===== config.mk =====
export PLATFORM = sky130hd
export DESIGN_NAME = pwm_decoder
export DESIGN_NICKNAME = d
export VERILOG_FILES = /design/src/rtl/pwm_decoder.sv
export SDC_FILE = /design/constraint.sdc
export NUM_CORES = 1
export LEC_CHECK = 0
export CAP_MARGIN = 20
export CORE_MARGIN = 4
export CORE_UTILIZATION = 32
export DETAILED_ROUTE_END_ITERATION = 16
export SYNTH_ARGS = -nofsm -noshare
export SYNTH_HDL_FRONTEND = slang
export SYNTH_SLANG_ARGS = --single-unit

===== constraint.sdc =====
create_clock -name clk -period 1.9 [get_ports clk]
set_clock_uncertainty 0.05 [all_clocks]
set_input_delay 0.475 -clock clk [delete_from_list [all_inputs] [get_ports clk]]
set_output_delay 0.475 -clock clk [all_outputs]
set_load 0.01 [all_outputs]

===== src/rtl/pwm_decoder.sv =====
// Purpose : decode a free-running PWM waveform into an 8-bit duty step (high time / SD, rounded).
// Latency : duty_valid 16 clk after the capturing rising edge (2-flop sync + edge flop ahead of that).
// Backpress: none; the input is a free-running waveform, and results overwrite duty_out on each strobe.
//
// Ports:
//   clk, reset   - clock and synchronous active-high reset
//   pwm_in       - asynchronous PWM input
//   duty_out     - last decoded duty step, held between strobes
//   duty_valid   - one-cycle strobe when duty_out updates
//   period_err   - one-cycle strobe when a captured period is rejected
//   signal_lost  - high while no valid PWM is being tracked
module pwm_decoder #(
    parameter int SD         = 39,
    parameter int PERIOD_NOM = 10000,
    parameter int PERIOD_TOL = 100,
    parameter int TIMEOUT    = 12000
) (
    input  logic       clk,
    input  logic       reset,
    input  logic       pwm_in,
    output logic [7:0] duty_out,
    output logic       duty_valid,
    output logic       period_err,
    output logic       signal_lost
);

    localparam logic [13:0] P_MIN   = 14'(PERIOD_NOM - PERIOD_TOL);
    localparam logic [13:0] P_MAX   = 14'(PERIOD_NOM + PERIOD_TOL);
    localparam logic [13:0] T_MAX   = 14'(TIMEOUT);
    localparam logic [14:0] HALF_SD = 15'(SD / 2);
    localparam logic [15:0] DIVISOR = 16'(SD);

    typedef enum logic {ACQUIRE, MEASURE} main_state_t;
    typedef enum logic {DIV_IDLE, DIV_RUN} div_state_t;

    main_state_t main_state;
    div_state_t  div_state;

    logic        s1, s2, s3;
    logic        rise;
    logic [13:0] period_cnt;
    logic [13:0] high_cnt;

    logic [14:0] div_num;   // dividend bits shift out the top, quotient bits shift in at the bottom
    logic [14:0] div_rem;
    logic [3:0]  div_iter;

    logic        in_tol;
    logic        div_start;
    logic        div_done;
    logic        timeout_evt;
    logic [15:0] rem_shift;
    logic        rem_ge;
    logic [14:0] rem_next;
    logic [7:0]  quot_sat;

    assign rise        = s2 & ~s3;
    assign in_tol      = (period_cnt >= P_MIN) && (period_cnt <= P_MAX);
    assign div_start   = (main_state == MEASURE) && rise && in_tol && (div_state == DIV_IDLE);
    assign timeout_evt = (main_state == MEASURE) && !rise && (period_cnt >= T_MAX);
    // 15 iterations occupy iter 0..14; the 16th cycle in DIV_RUN hands the result over.
    assign div_done    = (div_state == DIV_RUN) && (div_iter == 4'd15);

    // One restoring-division step. The remainder stays below SD, so once the
    // trial subtraction succeeds the result fits back into 15 bits.
    assign rem_shift = {div_rem, div_num[14]};
    assign rem_ge    = (rem_shift >= DIVISOR);
    assign rem_next  = rem_ge ? 15'(rem_shift - DIVISOR) : rem_shift[14:0];
    assign quot_sat  = (|div_num[14:8]) ? 8'hFF : div_num[7:0];

    // Synchronizer, measurement FSM and all registered outputs.
    always_ff @(posedge clk) begin
        if (reset) begin
            s1          <= 1'b0;
            s2          <= 1'b0;
            s3          <= 1'b0;
            period_cnt  <= '0;
            high_cnt    <= '0;
            main_state  <= ACQUIRE;
            duty_out    <= 8'd0;
            duty_valid  <= 1'b0;
            period_err  <= 1'b0;
            signal_lost <= 1'b1;
        end else begin
            s1         <= pwm_in;
            s2         <= s1;
            s3         <= s2;
            duty_valid <= 1'b0;
            period_err <= 1'b0;

            case (main_state)
                ACQUIRE: begin
                    if (rise) begin
                        period_cnt <= 14'd1;
                        high_cnt   <= 14'd1;
                        main_state <= MEASURE;
                    end
                end
                MEASURE: begin
                    if (rise) begin
                        // The counters themselves are the captured values; the
                        // divider samples high_cnt on this same edge.
                        period_cnt <= 14'd1;
                        high_cnt   <= 14'd1;
                        period_err <= !div_start;
                    end else if (period_cnt >= T_MAX) begin
                        // Counter is not advanced here, so it holds at TIMEOUT.
                        duty_out    <= s2 ? 8'hFF : 8'h00;
                        duty_valid  <= 1'b1;
                        signal_lost <= 1'b1;
                        main_state  <= ACQUIRE;
                    end else begin
                        period_cnt <= period_cnt + 14'd1;
                        high_cnt   <= high_cnt + {13'd0, s2};
                    end
                end
                default: main_state <= ACQUIRE;
            endcase

            // A coincident timeout owns duty_out; the divide result is dropped.
            if (div_done && !timeout_evt) begin
                duty_out    <= quot_sat;
                duty_valid  <= 1'b1;
                signal_lost <= 1'b0;
            end
        end
    end

    // Divider FSM: q = floor((high + SD/2) / SD), one quotient bit per clock.
    always_ff @(posedge clk) begin
        if (reset) begin
            div_state <= DIV_IDLE;
            div_num   <= '0;
            div_rem   <= '0;
            div_iter  <= '0;
        end else begin
            case (div_state)
                DIV_IDLE: begin
                    if (div_start) begin
                        div_num   <= {1'b0, high_cnt} + HALF_SD;
                        div_rem   <= '0;
                        div_iter  <= '0;
                        div_state <= DIV_RUN;
                    end
                end
                DIV_RUN: begin
                    if (timeout_evt || div_done) begin
                        div_state <= DIV_IDLE;
                    end else begin
                        div_rem  <= rem_next;
                        div_num  <= {div_num[13:0], rem_ge};
                        div_iter <= div_iter + 4'd1;
                    end
                end
                default: div_state <= DIV_IDLE;
            endcase
        end
    end

endmodule


After elaboration in Yosys (flattened, before gate mapping)
Index checks and enable logic that the tools add are counted.
- register bits: 78
- input bits: 3
- output and inout bits: 11
- word-level logic and storage cells: 91
- add/sub/neg operators: 5
- order comparisons: 4
- equal/unequal tests: 6
- multiplexer cells: 38
- bitwise logic cells: 5
- reduce and logical (&&, ||, !) cells: 19
- operator list (kind ; number):
    $mux W15 ; 5
    $mux W14 ; 5
    $pmux W15 S2 ; 2
    $pmux W14 S2 ; 2
    $mux W8 ; 6
    $ge A14 B14 Y1 const B ; 2
    $ge A16 B6 Y1 const B ; 1
    $add A14 B5 Y15 const B ; 1
    $sub A15 B6 Y15 const B ; 1
    $add A14 B1 Y14 ; 1
    $add A14 B1 Y14 const B ; 1
    $le A14 B14 Y1 const B ; 1
    $mux W1 ; 13
    $logic_and A1 B1 Y1 ; 8
    $mux W4 ; 2
    $pmux W4 S2 ; 1
    $reduce_or A7 Y1 ; 1
    $ne A2 B2 Y1 const B ; 3
    $add A4 B1 Y4 const B ; 1
    $eq A4 B4 Y1 const B ; 1
    $not A1 Y1 ; 4
    $pmux W1 S2 ; 2
    $reduce_and A2 Y1 ; 2
    $reduce_bool A2 Y1 ; 2
    other kinds (7) ; 9

Logic depth before layout (Yosys ltp)
Gate-level depths: netlist of run 1.
- depth after elaboration: 9
- gate-level depth with buffers: 9
- mapped depth without buffers: 8

Worst setup path after synthesis of run 1
No wires, ideal clock.
- path type: flip-flop to flip-flop
- start point: register main_state
- end point: register div_rem[0]
- data arrival time: 1940 ps
- data required time: 1733 ps
- slack: -206 ps
- stages on the path, launching flop included: 8
- buffers on the path: 1
- clock period less this slack: 2106 ps
- path through: dfxtp_1 -> inv_2 -> or4b_1 -> a2111o_1 -> a21oi_4 -> nor3_4 -> buf_6 -> a22o_1
- longest elaborated chain between the ends: 5
- ends and longest elaborated chain (what ; line ; text):
    from (decl) ; 36 ; main_state_t main_state;
    from (signal assigned) ; 79 ; main_state <= ACQUIRE;
    from (signal assigned) ; 96 ; main_state <= MEASURE;
    from (signal assigned) ; 111 ; main_state <= ACQUIRE;
    $logic_and A1 B1 Y1, on equally long branches (2 in a row) ; 59, 60 ;
    $logic_and A1 B1 Y1 or $logic_or A1 B1 Y1 (tied branches) ; 59, 147 ;
    $ne A2 B2 Y1 (no line) ; - ;
    $reduce_and A2 Y1 (no line) * ; - ;
    to (signal assigned) ; 150 ; div_rem <= rem_next;
    to (decl) ; 45 ; logic [14:0] div_rem;
Mark *: on every way between the ends. The rest lies on a longest branch, timed or not.
A chain may end at the register's enable or synchronous reset.

Worst setup path after layout of run 1
- start point: register main_state
- end point: register div_rem[14]
The elaborated chain is that of the path after synthesis.

==> qor.txt, run 1 <==
number of synthesized flops with an enable pin - 0
Fin Setup TNS - -4.07 ns
clock latency reported for the late side of the worst-skew pair - 0.34 ns
pre-CTS setup slack - -0.208 ns
layout overhead on the synthesized area - 41.3%
post-layout utilization of the core - 47.0%
result of the run - finished with violations
clock input transition at the sequential cells of the worst setup and hold paths - 0.06 ns
violations in the final reports - setup timing
simple-gate area share of the yosys netlist - 22.5%
global router's overall resource usage - 15.6%
sum of overflow across all layers after global routing - 0
Routed WL - 10,400 um
Worst EP required - 2.08 ns
TritonCTS clock tree - yes
share of async-settable or async-resettable flops after synthesis - 0%
critical path buffer and inverter count - 2
final-layout worst hold slack - 0.411 ns
sequential fraction of the synthesis area - 40.3%
arithmetic-cell share of the synthesized area counting full adders, half adders and majority gates - 2.26%
number of antenna violations at the first check in global routing - 0
number of synthesized register bits - 78
critical path cell sequence - inv_2 > or4b_1 > a2111o_1 > a21oi_4 > nor3_4 > buf_12 > a221o_1
DRT iter0 DRCs - 295
final slew viol count - 0
vias in the first global route - 3,653
final number of hold-violating endpoints - 0
largest voltage drop on the vdd net - 449 uV
average wire per standard cell - 15.2 um
summed area of non-filler cells in the final layout - 5480 sq um
worst max-slew margin expressed relative to the limit - 67.6%
largest family of logic cells by synthesized area - simple AND/OR/NAND/NOR gates
starting density of the core - 33.3%
residual antenna-violating net count after detailed routing - 0
die area - 13,900 sq um
predominant post-synthesis flop cell - sky130_fd_sc_hd__dfxtp_1
startpoint of the worst-slack reg-to-reg timing path - main_state$_SDFF_PP0_
via count normalized by instance count - 5.38
total I/O pin count - 14
number of detailed-route iterations in the first pass - 5
YS warnings - 0
CP Launch Point - main_state$_SDFF_PP0_
largest delay contributor family on the critical path - compound AO/OA/AOI/OAI gates
antenna fix cells - 0
kind of path behind the tightest hold check - reg -> reg
horizontal die dimension - 118 um
unrepaired setup endpoints after global routing - yes
count of buffers inserted at the top-level ports - 13
Hold-fix buffers, CTS - 0
DRC violation count after routing - 0
synthesized instance count - 452
Hold Startpoint - s1$_SDFF_PP0_
CTS H-tree lvls - 3
number of vias in the routed layout - 3,694
max-capacitance violation count - 0
CP arrival - 2.29 ns
fin nets - 548
Inserted Clock Buffers - 9
global-route wire length before repair - 17,700 um
Mapped Avg Cell Area - 8.58 sq um
Core Rows - 39
minimum clock period after layout - 2.11 ns
ratio of total power to cell area - 675 nW/um^2
startpoint type of the worst setup path - flip-flop
share of cells above drive strength 1 - 30.8%
least setup slack across all paths after layout - -0.207 ns
path type of the worst setup path - reg -> reg
placed wire-length estimate after detailed placement - 7170 um
deepest clock path buffer count - 2
maximum fanout along the worst path - 8
Setup crit end kind - flip-flop
Setup violations, final - 41
Cell Area, Placed - 4800 sq um
DIE HEIGHT - 118 um
Leak Pwr - 2.08 nW
share of the synthesized netlist area taken by xor and xnor gates - 9.26%
mux cell area share after synthesis - 1.58%
share of the synthesized area in compound gates (AO/OA/AOI/OAI) - 20.2%
critical path's slowest cell - sky130_fd_sc_hd__or4b_1
library cell used as clock root buffer - sky130_fd_sc_hd__clkbuf_16
final period utilization - 111%
longest individual stage delay on the worst path - 0.50 ns
clock sinks - 78
Net Count, Synth - 462
Worst-Margin Slew - 0.481 ns
RePlAce Congestion - 0.871
Post-Syn Area - 3880 sq um
synth unique cells - 57
pin count of the biggest net entering global routing - 36
Core Area - 11,700 sq um
maximum clock frequency - 475 MHz
==> metrics by stage <==
step,power (W),cells
global placement,0.00183,657
finish,0.00370,686
CTS,0.00374,683
floorplan,0.00175,452
global route,0.00382,686
detailed placement,0.00183,657
==> what timing repair did <==
item,in CTS,in global routing
resized for setup,35,31
setup buffers,8,5
cloned,3,0
pin swaps,17,21
setup endpoints to repair,56,71
==> final timing paths <==
| kind | to | slack [ns] | cells past startpoint |
|---|---|---|---|
| worst max register to register | div_rem[14]$_SDFFE_PP0P_ | -0.21 | 7 |
| worst max-delay path | div_rem[14]$_SDFFE_PP0P_ | -0.21 | 7 |
| worst min register to register | s2$_SDFF_PP0_ | 0.41 | 1 |
| worst min-delay path | s2$_SDFF_PP0_ | 0.41 | 1 |
==> cell type report <==
| type | count | area [sq um] |
|---|---|---|
| fill | 1078 | 6180 |
| multi-input combinational | 339 | 2420 |
| sequential | 78 | 1580 |
| timing repair buffer | 101 | 943 |
| clock buffer | 10 | 239 |
| tap | 143 | 179 |
| clock inverter | 6 | 85.1 |
| inverter | 9 | 33.8 |
==> synthesized netlist by cell type (3+ instances only) <==
master	number	share of area (%)
sky130_fd_sc_hd__dfxtp_1	78	40
sky130_fd_sc_hd__nor2_1	47	4.5
sky130_fd_sc_hd__a21oi_1	37	4.8
sky130_fd_sc_hd__nand2_1	32	3.1
sky130_fd_sc_hd__nand3_1	26	3.4
sky130_fd_sc_hd__xor2_1	23	5.2
sky130_fd_sc_hd__clkbuf_1	20	1.9
sky130_fd_sc_hd__xnor2_1	18	4.1
sky130_fd_sc_hd__o21ai_0	17	2.2
sky130_fd_sc_hd__o221ai_1	16	3.6
sky130_fd_sc_hd__nor3_1	14	1.8
sky130_fd_sc_hd__a22o_1	10	2.3
sky130_fd_sc_hd__nand2b_1	9	1.5
sky130_fd_sc_hd__inv_1	8	0.77
sky130_fd_sc_hd__ha_1	7	2.3
sky130_fd_sc_hd__nand4_1	6	0.97
sky130_fd_sc_hd__nor4_1	6	0.97
sky130_fd_sc_hd__a211oi_1	5	0.97
sky130_fd_sc_hd__mux2i_1	5	1.3
sky130_fd_sc_hd__nand3b_1	5	0.97
sky130_fd_sc_hd__nor2b_1	5	0.81
sky130_fd_sc_hd__o2bb2ai_1	5	1.1
sky130_fd_sc_hd__a31oi_1	4	0.65
sky130_fd_sc_hd__buf_2	4	0.52
sky130_fd_sc_hd__and2_1	3	0.48
sky130_fd_sc_hd__and3_1	3	0.48
sky130_fd_sc_hd__or4_1	3	0.58
==> per-layer routing <==
metal  track usage, %  up-vias  wire length [um]
li1                 -     1816                 -
met1             20.6     1795              4990
met2             23.8       68              4820
met3             3.56       15               409
met4             7.69        0               212
met5                0        -                 0
==> where the power goes <==
| group | internal [W] | switching [W] |
|---|---|---|
| combinational | 0.0000839 | 0.0000942 |
| clock | 0.00118 | 0.000694 |
| sequential | 0.00164 | 0.00000406 |
==> worst reg2reg max path, stage by stage (launching register included) <==
cell and delay [ns]:
sky130_fd_sc_hd__dfxtp_4 0.35, sky130_fd_sc_hd__inv_2 0.03, sky130_fd_sc_hd__or4b_1 0.50, sky130_fd_sc_hd__a2111o_1 0.36, sky130_fd_sc_hd__a21oi_4 0.20, sky130_fd_sc_hd__nor3_4 0.07, sky130_fd_sc_hd__buf_12 0.14, sky130_fd_sc_hd__a221o_1 0.30
==> cell usage in the layout (no fill, tap or decap), types with 6 or more instances in the layout <==
cell,n
sky130_fd_sc_hd__buf_12,7
sky130_fd_sc_hd__nor2_1,44
sky130_fd_sc_hd__xnor2_1,17
sky130_fd_sc_hd__a22o_1,10
sky130_fd_sc_hd__buf_6,8
sky130_fd_sc_hd__clkbuf_16,9
sky130_fd_sc_hd__dfxtp_2,8
sky130_fd_sc_hd__inv_1,8
sky130_fd_sc_hd__nand3_1,14
sky130_fd_sc_hd__ha_1,7
sky130_fd_sc_hd__clkdlybuf4s50_1,13
sky130_fd_sc_hd__nand2_1,26
sky130_fd_sc_hd__buf_4,70
sky130_fd_sc_hd__nand3_2,12
sky130_fd_sc_hd__a21oi_1,34
sky130_fd_sc_hd__nor3_1,13
sky130_fd_sc_hd__nand2b_1,8
sky130_fd_sc_hd__dfxtp_1,69
sky130_fd_sc_hd__o21ai_0,13
sky130_fd_sc_hd__xor2_1,23
sky130_fd_sc_hd__nor4_1,6
sky130_fd_sc_hd__o221ai_1,14
sky130_fd_sc_hd__nand4_1,6
==> registers in the layout, indices dropped and copies added (netlist names) <==
signal and cells:
signal_lost 1, div_num 15, period_err 1, duty_out 8
s2 1, s1 1, s3 1, duty_valid 1
period_cnt 14, main_state 1, high_cnt 14, div_rem 15
div_state 1, div_iter 4
==> cells by family (layout without fill, tap and decap cells) <==
family                   count (synthesis)  in the layout
AND/OR/NAND/NOR                        172            172
AO/OA/AOI/OAI                          113            113
flip-flops                              78             78
XOR/XNOR                                41             41
buffers and inverters                   35            126
adder cells (fa/ha/maj)                  7              7
multiplexers                             6              6
Power figures use the tool's default switching activity.
==> run 2: changes to the inputs <==
--- a/config.mk
+++ b/config.mk
@@ -9,6 +9,7 @@
 export CORE_MARGIN = 4
 export CORE_UTILIZATION = 32
 export DETAILED_ROUTE_END_ITERATION = 16
+export GPL_TIMING_DRIVEN = 0
 export SYNTH_ARGS = -nofsm -noshare
 export SYNTH_HDL_FRONTEND = slang
 export SYNTH_SLANG_ARGS = --single-unit
==> run 2 against run 1 <==
  * The run still ends with setup timing left
  * Die area unchanged
  * Via count fell by 1.1%
  * Sequential power hardly changed
  * Cell count fell by 4.1%
  * Sequential share of layout area increased by 0.49 points
  * Design area fell by 1.1%
  * Critical endpoint is now period_cnt[5]$_SDFFE_PP0P_
  * Largest cell class unchanged
==> qor.txt, run 2 (synthesis results as in run 1) <==
fin nets - 520 (-5.1%)
maximum fanout along the worst path - 5 (-3)
DRC violation count after routing - 0 (unchanged)
final number of hold-violating endpoints - 0 (unchanged)
global-route wire length before repair - 17,100 um (-3.6%)
horizontal die dimension - 118 um (unchanged)
library cell used as clock root buffer - sky130_fd_sc_hd__clkbuf_16
Core Rows - 39 (unchanged)
placed wire-length estimate after detailed placement - 6630 um (-7.5%)
most frequent cells in the layout - sky130_fd_sc_hd__dfxtp_1 (68), sky130_fd_sc_hd__nor2_1 (42), sky130_fd_sc_hd__a21oi_1 (31)
DRT iter0 DRCs - 388 (+32%)
Final Instance Count excl. Fillers - 658 (-4.1%)
CP Launch Point - period_cnt[12]$_SDFFE_PP0P_
maximum clock frequency - 464 MHz (-2.2%)
Worst EP required - 2.05 ns (-0.03 ns)
final period utilization - 113% (+2.4 points)
violations in the final reports - setup timing
dpl cells - 608 (-7.5%)
Inserted Clock Buffers - 9 (unchanged)
startpoint of the worst-slack reg-to-reg timing path - period_cnt[12]$_SDFFE_PP0P_
number of inserted filler cells in the final layout - 1,052 (-2.4%)
CP arrival - 2.31 ns (+0.02 ns)
Core Area - 11,700 sq um (unchanged)
longest individual stage delay on the worst path - 0.54 ns (+0.04 ns)
most common cell after layout, fill and taps aside - sky130_fd_sc_hd__dfxtp_1
CTS H-tree lvls - 3 (unchanged)
sum of overflow across all layers after global routing - 0 (unchanged)
worst max-slew margin expressed relative to the limit - 62.5% (-5.2 points)
die area - 13,900 sq um (unchanged)
TritonCTS clock tree - yes
Routed WL - 10,700 um (+2.4%)
clock latency reported for the late side of the worst-skew pair - 0.34 ns (about the same)
total I/O pin count - 14 (unchanged)
post-layout utilization of the core - 46.5% (-0.53 points)
clock group share of total power - 49.1% (-1.6 points)
net switching power - 0.000791 W (-0.18%)
kind of path behind the tightest hold check - reg -> reg
least setup slack across all paths after layout - -0.254 ns (-0.0464 ns)
max-capacitance violation count - 0 (unchanged)
layout overhead on the synthesized area - 39.7%
minimum setup slack among reg-to-reg paths - -0.25 ns (-0.05 ns)
pin count of the biggest net entering global routing - 14 (-61%)
path type of the worst setup path - reg -> reg
DIE HEIGHT - 118 um (unchanged)
final-layout worst hold slack - 0.403 ns (-0.00737 ns)
number of detailed-route iterations in the first pass - 4 (-1)
final slew viol count - 0 (unchanged)
starting density of the core - 33.3% (unchanged)
unrepaired setup endpoints after global routing - yes
count of buffers inserted at the top-level ports - 13 (unchanged)
Cell Int Power - 0.00275 W (-5.3%)
critical path's slowest cell - sky130_fd_sc_hd__or4_4
relative contribution of sequential cells to total power - 46.5% (+2.0 points)
Hold Startpoint - s1$_SDFF_PP0_
share of cells above drive strength 1 - 30.3% (-0.46 points)
antenna fix cells - 0 (unchanged)
clock sinks - 78 (unchanged)
largest delay contributor family on the critical path - simple AND/OR/NAND/NOR gates
power after layout - 0.00355 W (-4.2%)
average wire per standard cell - 16.2 um (+6.7%)
global router's overall resource usage - 14.9% (-0.67 points)
deepest clock path buffer count - 2 (unchanged)
largest voltage drop on the vdd net - 412 uV (-8.2%)
Worst-Margin Slew - 0.563 ns (+0.0817 ns)
switching share of total power - 22.3% (+0.89 points)
result of the run - finished with violations
via count normalized by instance count - 5.55 (+3.1%)
combinational power share - 4.4% (-0.4 points)
RePlAce Congestion - 0.867 (-0.46%)
residual antenna-violating net count after detailed routing - 0 (unchanged)
startpoint type of the worst setup path - flip-flop
Setup violations, final - 53 (+29%)
largest registers ranked by flip-flop count - div_num (15), div_rem (15)
Setup crit end kind - flip-flop
ratio of total power to cell area - 654 nW/um^2 (-3.1%)
critical path buffer and inverter count - 2 (unchanged)
number of vias in the routed layout - 3,653 (-1.1%)
Leak Pwr - 1.91 nW (-8.0%)
clock input transition at the sequential cells of the worst setup and hold paths - 0.06 ns (about the same)
minimum clock period after layout - 2.15 ns (+0.0464 ns)
vias in the first global route - 3,421 (-6.4%)
number of antenna violations at the first check in global routing - 0 (unchanged)
critical path cell sequence - nand3b_1 > buf_4 > or4_4 > buf_12 > a31oi_4 > nor3b_1 > xnor2_1 > nor2_1
run 2: worst paths after layout:
check / end / cells after the start
worst max-delay path: period_cnt[5]$_SDFFE_PP0P_ / 8
worst min-delay path: s2$_SDFF_PP0_ / 1
worst max register to register: period_cnt[5]$_SDFFE_PP0P_ / 8
worst min register to register: s2$_SDFF_PP0_ / 1
run 2: power groups by stage:
stage	Sequential, W	Clock, W	Combinational [W]
6_report	0.00165	0.00174	0.000156
4_1_cts	0.00165	0.00178	0.000140
2_1_floorplan	0.00169	0	0.0000686
3_3_place_gp	0.00169	0	0.000102
3_5_place_dp	0.00169	0	0.000103
5_1_grt	0.00165	0.00186	0.000167
run 2: cell type report:
cell class / count / area, sq um / area share, %
repair buffers: 49 / 524 / 9.68
flip-flops and latches: 78 / 1580 / 29.2
inverters: 9 / 36.3 / 0.670
plain buffers: 22 / 161 / 2.98
clock inverters: 5 / 57.6 / 1.06
clock buffers: 11 / 243 / 4.48
well taps: 143 / 179 / 3.30
multi-input cells: 341 / 2630 / 48.6
run 2: layer usage:
metal	routed length, um	GRT usage, %	share of wire (%)
met1	5060	20.0	47
met2	4890	22.8	46
met3	431	2.74	4.0
met4	295	7.69	2.8
met5	0	0	0
run 2: timing repair:
item	4_1_cts	5_1_grt
gates cloned	4	1
hold buffers	0	0
resized for setup	53	78
setup endpoints to repair	73	72
pin swaps	25	32
buffers inserted	19	17
run 2: worst reg2reg max path: cells and delay by family, from the launching register on:
| kind | cells | cell delay (ns) |
|---|---|---|
| AO/OA/AOI/OAI | 1 | 0.22 |
| XOR/XNOR | 1 | 0.17 |
| buffers and inverters | 2 | 0.32 |
| flip-flops | 1 | 0.35 |
| AND/OR/NAND/NOR | 4 | 0.89 |
run 2: metrics by stage:
stage                     TNS, ns  setup slack (ns)  instance area, sq um
after CTS                   -8.01            -0.255                  5030
after global placement     -22.40            -0.415                  4310
after global routing       -10.64            -0.311                  5420
after detailed placement   -23.54            -0.422                  4310
final                       -7.95            -0.254                  5420
after floorplan             -1.80            -0.147                  4000
